[src/rtl/digest_reader.sv]
// Captures the final 128-bit hash state and streams its truncated digest out MS-word-first.
// Optional DIGEST_CLEAR_EN: zeroise the held digest and idle out_data after each digest.
module digest_reader #(
  parameter int unsigned WORD_W = 32
) (
  input  logic              clk,
  input  logic              reset,
  input  logic              digest_valid,
  output logic              digest_ready,
  input  logic [127:0]      digest_in,
  input  logic [1:0]        t,
  output logic              out_valid,
  input  logic              out_ready,
  output logic [WORD_W-1:0] out_data,
  output logic              out_last,
  output logic              busy
);
  localparam int unsigned DIG_W = 128;
  localparam int unsigned WPL   = 32 / WORD_W;  // words per 32-bit truncation step
  localparam int unsigned CNT_W = 5;
  localparam int unsigned IDX_W = 7;

  if (!(WORD_W == 8 || WORD_W == 16 || WORD_W == 32)) begin : g_bad_word_w
    $error("digest_reader: WORD_W must be 8, 16 or 32");
  end

  typedef enum logic {S_IDLE, S_SEND} state_t;

  state_t             r_state;
  state_t             w_state_nxt;
  logic [DIG_W-1:0]   r_digest;
  logic [CNT_W-1:0]   r_nw;
  logic [CNT_W-1:0]   r_cnt;
  logic               w_cap;
  logic               w_xfer;
  logic               w_last_xfer;
  logic [CNT_W-1:0]   w_nw_in;
  logic [CNT_W-1:0]   w_cnt_inc;
  logic [IDX_W-1:0]   w_base;

  assign w_xfer       = out_valid & out_ready;
  assign w_last_xfer  = w_xfer & out_last;
  // Same-cycle reload on the last word keeps the stream gap-free
  assign digest_ready = (r_state == S_IDLE) | w_last_xfer;
  assign w_cap        = digest_valid & digest_ready;
  assign w_nw_in      = CNT_W'((3'd4 - 3'(t)) * WPL);
  assign w_cnt_inc    = r_cnt + CNT_W'(1);
  assign w_base       = IDX_W'(DIG_W - 1) - IDX_W'(w_cnt_inc * WORD_W);

  always_ff @(posedge clk) begin
    if (reset) r_state <= S_IDLE;
    else       r_state <= w_state_nxt;
  end

  always_comb begin
    w_state_nxt = r_state;
    case (r_state)
      S_IDLE:  if (w_cap) w_state_nxt = S_SEND;
      S_SEND:  if (w_last_xfer && !w_cap) w_state_nxt = S_IDLE;
      default: w_state_nxt = S_IDLE;
    endcase
  end

  // Held digest, word counter and registered stream outputs
  always_ff @(posedge clk) begin
    if (reset) begin
      r_digest  <= '0;
      r_nw      <= '0;
      r_cnt     <= '0;
      out_valid <= 1'b0;
      out_last  <= 1'b0;
      out_data  <= '0;
      busy      <= 1'b0;
    end else if (w_cap) begin
      r_digest  <= digest_in;
      r_nw      <= w_nw_in;
      r_cnt     <= '0;
      out_valid <= 1'b1;
      busy      <= 1'b1;
      out_data  <= digest_in[DIG_W-1 -: WORD_W];
      out_last  <= (w_nw_in == CNT_W'(1));
    end else if (w_last_xfer) begin
      out_valid <= 1'b0;
      busy      <= 1'b0;
      out_last  <= 1'b0;
`ifdef DIGEST_CLEAR_EN
      r_digest  <= '0;
      out_data  <= '0;
`endif
    end else if (w_xfer) begin
      r_cnt    <= w_cnt_inc;
      out_data <= r_digest[w_base -: WORD_W];
      out_last <= (w_cnt_inc == r_nw - CNT_W'(1));
    end
  end

endmodule

[config.mk]
export PLATFORM = sky130hd
export DESIGN_NAME = digest_reader
export DESIGN_NICKNAME = d
export VERILOG_FILES = /design/src/rtl/digest_reader.sv
export SDC_FILE = /design/constraint.sdc
export NUM_CORES = 1
export LEC_CHECK = 0
export CORE_UTILIZATION = 40
export CTS_CLUSTER_DIAMETER = 40
export DETAILED_ROUTE_END_ITERATION = 7
export GPL_ROUTABILITY_DRIVEN = 1
export HOLD_SLACK_MARGIN = 0.03
export PLACE_DENSITY = 0.71
export SLEW_MARGIN = 20
export SYNTH_ARGS = -nofsm -noshare
export SYNTH_HDL_FRONTEND = slang
export SYNTH_SLANG_ARGS = --single-unit
[constraint.sdc]
create_clock -name clk -period 2.2 [get_ports clk]
set_input_delay 0.44 -clock clk [delete_from_list [all_inputs] [get_ports clk]]
set_output_delay 0.44 -clock clk [all_outputs]
set_load 0.01 [all_outputs]
# Word-level counts from Yosys, hierarchy flattened
# Index checks and enable logic that the tools add are counted.
# W data, S select, Z words.
dict set report totals {
  in_bits 134
  wordCells 40
  register_bits 173
}
dict set report op_classes {
  addsub 4
  n_reduce_logical 8
  shifts 1
  muxes 11
  n_eq_ne 3
  n_bitwise 6
}
# operator n
set ops {}
lappend ops {{$shiftx A159 B8 Y32} 1}
lappend ops {{$mux W32} 3}
lappend ops {{$mux W1} 7}
lappend ops {{$sub A7 B7 Y7 const A} 1}
lappend ops {{$add A5 B1 Y5 const B} 1}
lappend ops {{$eq A5 B1 Y1 const B} 1}
lappend ops {{$eq A5 B5 Y1} 1}
lappend ops {{$sub A5 B1 Y5 const B} 1}
lappend ops {{$reduce_and A2 Y1} 2}
lappend ops {{$reduce_bool A2 Y1} 2}
lappend ops {{$sub A3 B2 Y4 const A} 1}
lappend ops {{$and A1 B1 Y1} 3}
lappend ops {{$reduce_bool A3 Y1} 1}
lappend ops {{$ne A2 B2 Y1 const B} 1}
lappend ops {{$not A1 Y1} 2}
lappend ops {{$pmux W1 S2} 1}
lappend ops {{$reduce_or A2 Y1} 1}
lappend ops {{$logic_and A1 B1 Y1} 1}
lappend ops {{$logic_not A1 Y1} 1}
lappend ops {{$or A1 B1 Y1} 1}

# Depth between registers and ports, before layout
dict set report depth {
  ltp_word 8
  depth_mapped 8
  mapped_depth_nobuf 7
}

# Worst setup path after synthesis
# Ideal clock, no wire load.
dict set report synth_timing {
  path_kind {register to register}
  start {register r_cnt[1]}
  end {register out_data[18]}
  n_path_buf 2
  t_arrival_ns 1.563
  stages_incl_launch_ff 7
  slack_ns 0.494
  period_less_slack_ns 1.706
  required_ns 2.057
  path_cell_list {dfxtp_1 ha_1 buf_4 buf_6 mux4_2 nand2_1 a311oi_1}
}
dict set report synth_via {
  elab_chain_cells 6
}
# element line_no
set synth_lines {}
lappend synth_lines {{start, declared} 33} ;# logic [CNT_W-1:0] r_cnt;
lappend synth_lines {{start signal, assigned} 91} ;# r_cnt <= w_cnt_inc;
lappend synth_lines {{$add A5 B1 Y5} 47} ;# assign w_cnt_inc = r_cnt + CNT_W'(1);
lappend synth_lines {{named net w_cnt_inc[1]} 38} ;# logic [CNT_W-1:0] w_cnt_inc;
lappend synth_lines {{$sub A7 B7 Y7} 48} ;# assign w_base = IDX_W'(DIG_W - 1) - IDX_W'(w_cnt_inc * WORD_W);
lappend synth_lines {{$shiftx A159 B8 Y32} 92} ;# out_data <= r_digest[w_base -: WORD_W];
lappend synth_lines {{$mux W32} 90} ;# end else if (w_xfer) begin
lappend synth_lines {{$mux W32} 82} ;# end else if (w_last_xfer) begin
lappend synth_lines {{$mux W32} 74} ;# end else if (w_cap) begin
lappend synth_lines {{end signal, assigned} 80} ;# out_data <= digest_in[DIG_W-1 -: WORD_W];
lappend synth_lines {{end signal, assigned} 92}
lappend synth_lines {{end, declared} 14} ;# output logic [WORD_W-1:0] out_data,
# The timed path passes the listed nets, and every way through them passes these cells. The select of a mux whose other input is x is not followed.
# A chain may end at the register's enable or synchronous reset.

# Final worst setup path
dict set report layout_timing {
  start {input port out_ready}
  end {output port digest_ready}
}
dict set report layout_via {
  elab_chain_cells 3
}
# element line_no
set layout_lines {}
lappend layout_lines {{start, declared} 13} ;# input logic out_ready,
lappend layout_lines {{$and A1 B1 Y1} 41} ;# assign w_xfer = out_valid & out_ready;
lappend layout_lines {{$and A1 B1 Y1} 42} ;# assign w_last_xfer = w_xfer & out_last;
lappend layout_lines {{$or A1 B1 Y1} 44} ;# assign digest_ready = (r_state == S_IDLE) | w_last_xfer;
lappend layout_lines {{end, declared} 9} ;# output logic digest_ready,
# Every way passes these cells.

==> results by stage <==
Clock tree:
- The buffer cell driving the clock tree root is sky130_fd_sc_hd__clkbuf_16.
- At the later pin of the worst-skew pair, clock insertion delay measures 0.42 ns.
- The number of sinks on the clock net is 171.
- In this run, post-CTS hold repair placed 0 buffers.
- After clock tree synthesis, the clock-pin slew on the worst setup and hold paths is 0.06 ns.
- The number of clock buffers added by TritonCTS is 17.
- The worst-case clock buffer depth is 2.
- The TritonCTS clock tree is done.
- The CTS H-tree depth is 4.

Placed design:
- Before CTS, the worst setup slack after placement is 0.0440 ns.
- After detailed placement, the total cell area comes to 0.00906 mm^2.
- The number of cells after detailed placement is 1,169.
- The number of I/O port buffers is 169.
- Detailed placement ended at an HPWL of 11,600 um.
- The final weighted congestion in routability-driven placement is 0.762.

Job:
- The count of maximum capacitance violations is 0.

Synth:
- The arithmetic-cell share of the synthesized area counting full adders, half adders and majority gates is 0.878%.
- The number of nets in the synthesized netlist is 956.
- By area the synthesized netlist is led by sky130_fd_sc_hd__dfxtp_1 48%, sky130_fd_sc_hd__nand2_1 16%, sky130_fd_sc_hd__mux4_2 10%, sky130_fd_sc_hd__a21oi_1 9.5%, sky130_fd_sc_hd__a311oi_1 3.4%.
- The synthesized netlist contains 29 unique library cells.
- Summing the areas of all compound-gate instances in the mapped netlist gives 14.7% of the synthesized area.
- The cell area after synthesis is 0.00713 mm^2.
- The instance count of the mapped netlist is 817.
- By area, the combinational part of the netlist is dominated by simple AND/OR/NAND/NOR gates.
- Sequential cells were found to cover 48.0% of the synthesized design area.
- The share of synthesized area in the top cell type comes to 48.0%.
- The proportion of synthesized area in mux cells is 10.3%.
- The largest area contributor in the netlist is sky130_fd_sc_hd__dfxtp_1.
- The XOR/XNOR share of the synthesized area is 1.47%.
- The yosys synthesis warning count is 0.
- Of the total synthesized cell area, the portion taken by AND, OR, NAND and NOR gates is 18.8%.
- The average instance in the mapped netlist occupies 8.72 um^2.
- The count of state elements after synthesis is 171.

Timing:
- The highest clock rate is 0.466 GHz.
- The remaining max-slew budget at the tightest pin is 58.2%.
- The tightest hold margin is 0.445 ns.
- The final-report hold violation count is 0.
- The total setup violations reported at the end of the flow is 0.
- The worst clock skew is 0.0101 ns.
- For the pin with the worst max-slew slack, the measured transition is 0.627 ns.
- The max-slew violation count came to 0.
- The final clock period utilization by the worst path is 97.5%.
- The smallest clock period supported by the final layout is computed as 2.15 ns.
- The minimum setup slack in the final design is 0.0550 ns.

Die:
- Row generation in the floorplan step produced 48 rows.
- The die is 135 um tall.
- After floorplanning, the core was sized to cover 0.0174 mm^2.
- 170 I/O pins were placed.
- The die is 135 um wide.
- The area enclosed by the die boundary is 0.0184 mm^2.
- The effective utilization at floorplan is 41.1%.

Drt:
- The average wire per cell in the routed design is 14.4 um.
- The number of routed nets with antenna violations is 0.
- The number of vias per cell after detailed routing is 5.00.
- The routed layout has 6,011 vias.
- The number of DRC markers in iteration 0 is 315.
- Wires add up to 17,300 um.
- The wire length on met2 is 8530 um.
- The detailed router put a total of 7830 um of wire on met1.
- The number of iterations in the first detailed-routing pass is 4.
- Summed over all nets, wire length on met3 after detailed routing comes to 647 um.
- For this run, design rule violations remaining after detail routing come to 0.
- The highest metal layer with signal wires is met5.

Pwr:
- The combinational share of power is 14.6%.
- The design internal power is 5.88 mW.
- The switching share of total power is 24.5%.
- The switching power summed over all nets is 1.91 mW.
- The worst vdd rail ir drop is 586 uV.
- The part of the power in the clock network is 41.6%.
- The part of the total power dissipated in sequential elements is 43.7%.
- Summed over all cells, the static leakage comes to 3.49 nW.
- Power spread over the standard cell area amounts to 801 mW/mm^2.

Final layout:
- The number of fill cells in the layout is 1,555.
- The diode insertion count for antenna repair is 0.
- Excluding fillers, the count of instances in the completed layout stands at 1,201.
- The final standard cell area without fillers is 0.00972 mm^2.
- Leaving out fill and tap cells, the most frequent cells in the layout are 301 x sky130_fd_sc_hd__nand2_1, 168 x sky130_fd_sc_hd__clkdlybuf4s50_1, 168 x sky130_fd_sc_hd__dfxtp_1, 135 x sky130_fd_sc_hd__a21oi_1, 34 x sky130_fd_sc_hd__nor2_1.
- The share of the core filled with cells in the final layout is 56.0%.
- Cells with a size suffix above 1 make up 10.8% of the layout.
- Leaving out fill and tap cells, the most frequent cell in the layout is sky130_fd_sc_hd__nand2_1.
- For this run, the post-layout net count is 1,102.
- The area added between synthesis and finish is 36.4%.

Critical path:
- By instance count, the cell type seen most on the critical path is sky130_fd_sc_hd__clkdlybuf4s50_1.
- The path type of the worst setup path is primary input to primary output.
- The required arrival time at the worst endpoint is 1.76 ns.
- The origin of the worst setup path is out_ready.
- STA classifies the critical path endpoint as a primary output.
- Traced cell by cell, the critical path runs through clkdlybuf4s50_1 > nand3_4 > nand2_1 > clkdlybuf4s50_1.
- For the worst setup path, the data arrival time is 1.71 ns.
- The critical path contains buffers and inverters numbering 2 combined.
- The largest single stage delay on the critical path is 0.53 ns.
- Of all nets on the critical path, the largest fanout is 4.
- The worst register-to-register path begins at r_cnt[1].
- The kind of start point of the critical path is a primary input.
- The cell at the slowest stage of the critical path is sky130_fd_sc_hd__clkdlybuf4s50_1.
- The cell class contributing the biggest share of worst-path delay is buffers and inverters.

Hold path:
- In this run the worst hold path is classified as primary input to flop.
- The launch point of the worst hold path is reset.

GRT:
- The via count of the first global-routing pass is 5,697.
- The maximum number of pins on one net before global-route repair is 67.
- The total routing resource utilization after global routing is 19.5%.
- The initial antenna violation count was 1.
- Global routing finished with a remaining overflow of 0.
- The first global-routing pass estimated 28,200 um of wire.

Status:
- The flow ran to the end, and the final reports show no timing, DRC or antenna violations.
[sequential cells by signal (all words and copies together), names as in the netlist]
| signal | count |
|---|---|
| r_digest | 128 |
| busy | 1 |
| r_cnt | 5 |
| out_data | 32 |
| out_last | 1 |
| r_state | 1 |
| r_nw | 3 |
[Yosys cell counts]
master	instances
sky130_fd_sc_hd__a311oi_2	4
sky130_fd_sc_hd__buf_8	1
sky130_fd_sc_hd__o2111ai_1	1
sky130_fd_sc_hd__mux2i_1	1
sky130_fd_sc_hd__inv_1	7
sky130_fd_sc_hd__nand2b_2	1
sky130_fd_sc_hd__nand2_1	301
sky130_fd_sc_hd__dfxtp_1	171
sky130_fd_sc_hd__a2bb2oi_4	1
sky130_fd_sc_hd__a21boi_1	1
sky130_fd_sc_hd__nor3_1	7
sky130_fd_sc_hd__a21oi_1	135
sky130_fd_sc_hd__nor2_1	34
sky130_fd_sc_hd__buf_6	8
sky130_fd_sc_hd__mux4_2	32
sky130_fd_sc_hd__nand3_2	2
sky130_fd_sc_hd__a31oi_1	1
sky130_fd_sc_hd__ha_1	5
sky130_fd_sc_hd__nand3_1	1
sky130_fd_sc_hd__nand4_1	1
sky130_fd_sc_hd__a311oi_1	28
sky130_fd_sc_hd__buf_4	12
sky130_fd_sc_hd__o32ai_1	1
sky130_fd_sc_hd__a21bo_2	1
sky130_fd_sc_hd__xor2_1	4
sky130_fd_sc_hd__and3b_1	1
sky130_fd_sc_hd__xnor2_1	8
sky130_fd_sc_hd__clkbuf_1	32
sky130_fd_sc_hd__buf_2	15
[cells by family (layout without fill, tap and decap cells)]
kind of cell	count (synthesis)	count (layout)
xor gates and xnor gates	12	12
AOI/OAI and AO/OA	173	173
muxes	33	33
and+or+nand+nor	348	348
DFF	171	171
buffers and inverters	75	234
adders and majority gates	5	5
[power by group through the flow]
| stage | Sequential [mW] | Clock [mW] | Combinational (mW) |
|---|---|---|---|
| after floorplan | 3.47 | 0 | 0.595 |
| after global placement | 3.46 | 0 | 1.13 |
| after detailed placement | 3.47 | 0 | 1.15 |
| after CTS | 3.40 | 3.31 | 1.15 |
| after global routing | 3.43 | 3.43 | 1.25 |
| final | 3.40 | 3.24 | 1.14 |
[metal layers]
metal,vias to the layer above,GRT usage [%]
met2,122,32.2
met3,20,3.78
met4,2,7.30
met5,-,0
met1,2800,25.2
li1,3067,-
[worst reg2reg max path: stages, from the launching register on]
cell and delay [ns]:
sky130_fd_sc_hd__dfxtp_1 0.34, sky130_fd_sc_hd__ha_2 0.37, sky130_fd_sc_hd__buf_12 0.23, sky130_fd_sc_hd__mux4_2 0.53, sky130_fd_sc_hd__nand2_1 0.10, sky130_fd_sc_hd__a311oi_2 0.09
[worst paths after layout]
kind | to | cells after the start | slack [ns]
setup / recovery | digest_ready | 4 | 0.05
hold / removal | r_digest[6] | 2 | 0.44
setup reg to reg | out_data[28] | 5 | 0.42
hold reg to reg | r_digest[6] | 2 | 0.45
[stage by stage]
| step | power [mW] | TNS (ns) |
|---|---|---|
| finish | 7.78 | 0 |
| global route | 8.11 | -0.00376 |
| CTS | 7.86 | 0 |
| detailed placement | 4.62 | 0 |
| global placement | 4.60 | 0 |
| floorplan | 4.07 | 0 |
[what timing repair did]
item | CTS | global route
setup buffers | 0 | 0
gates resized for setup | 0 | 3
endpoints found under the setup margin | 0 | 1
[layout make-up]
class	instances	area [um^2]	share of cell area [%]
inverters	7	26.3	0.270
repair buffers	195	2020	20.8
flip-flops and latches	171	3430	35.3
clock buffers	18	439	4.52
clock inverters	14	210	2.16
well taps	225	282	2.90
multi-input cells	571	3320	34.1
(Power assumes the default switching activity.)
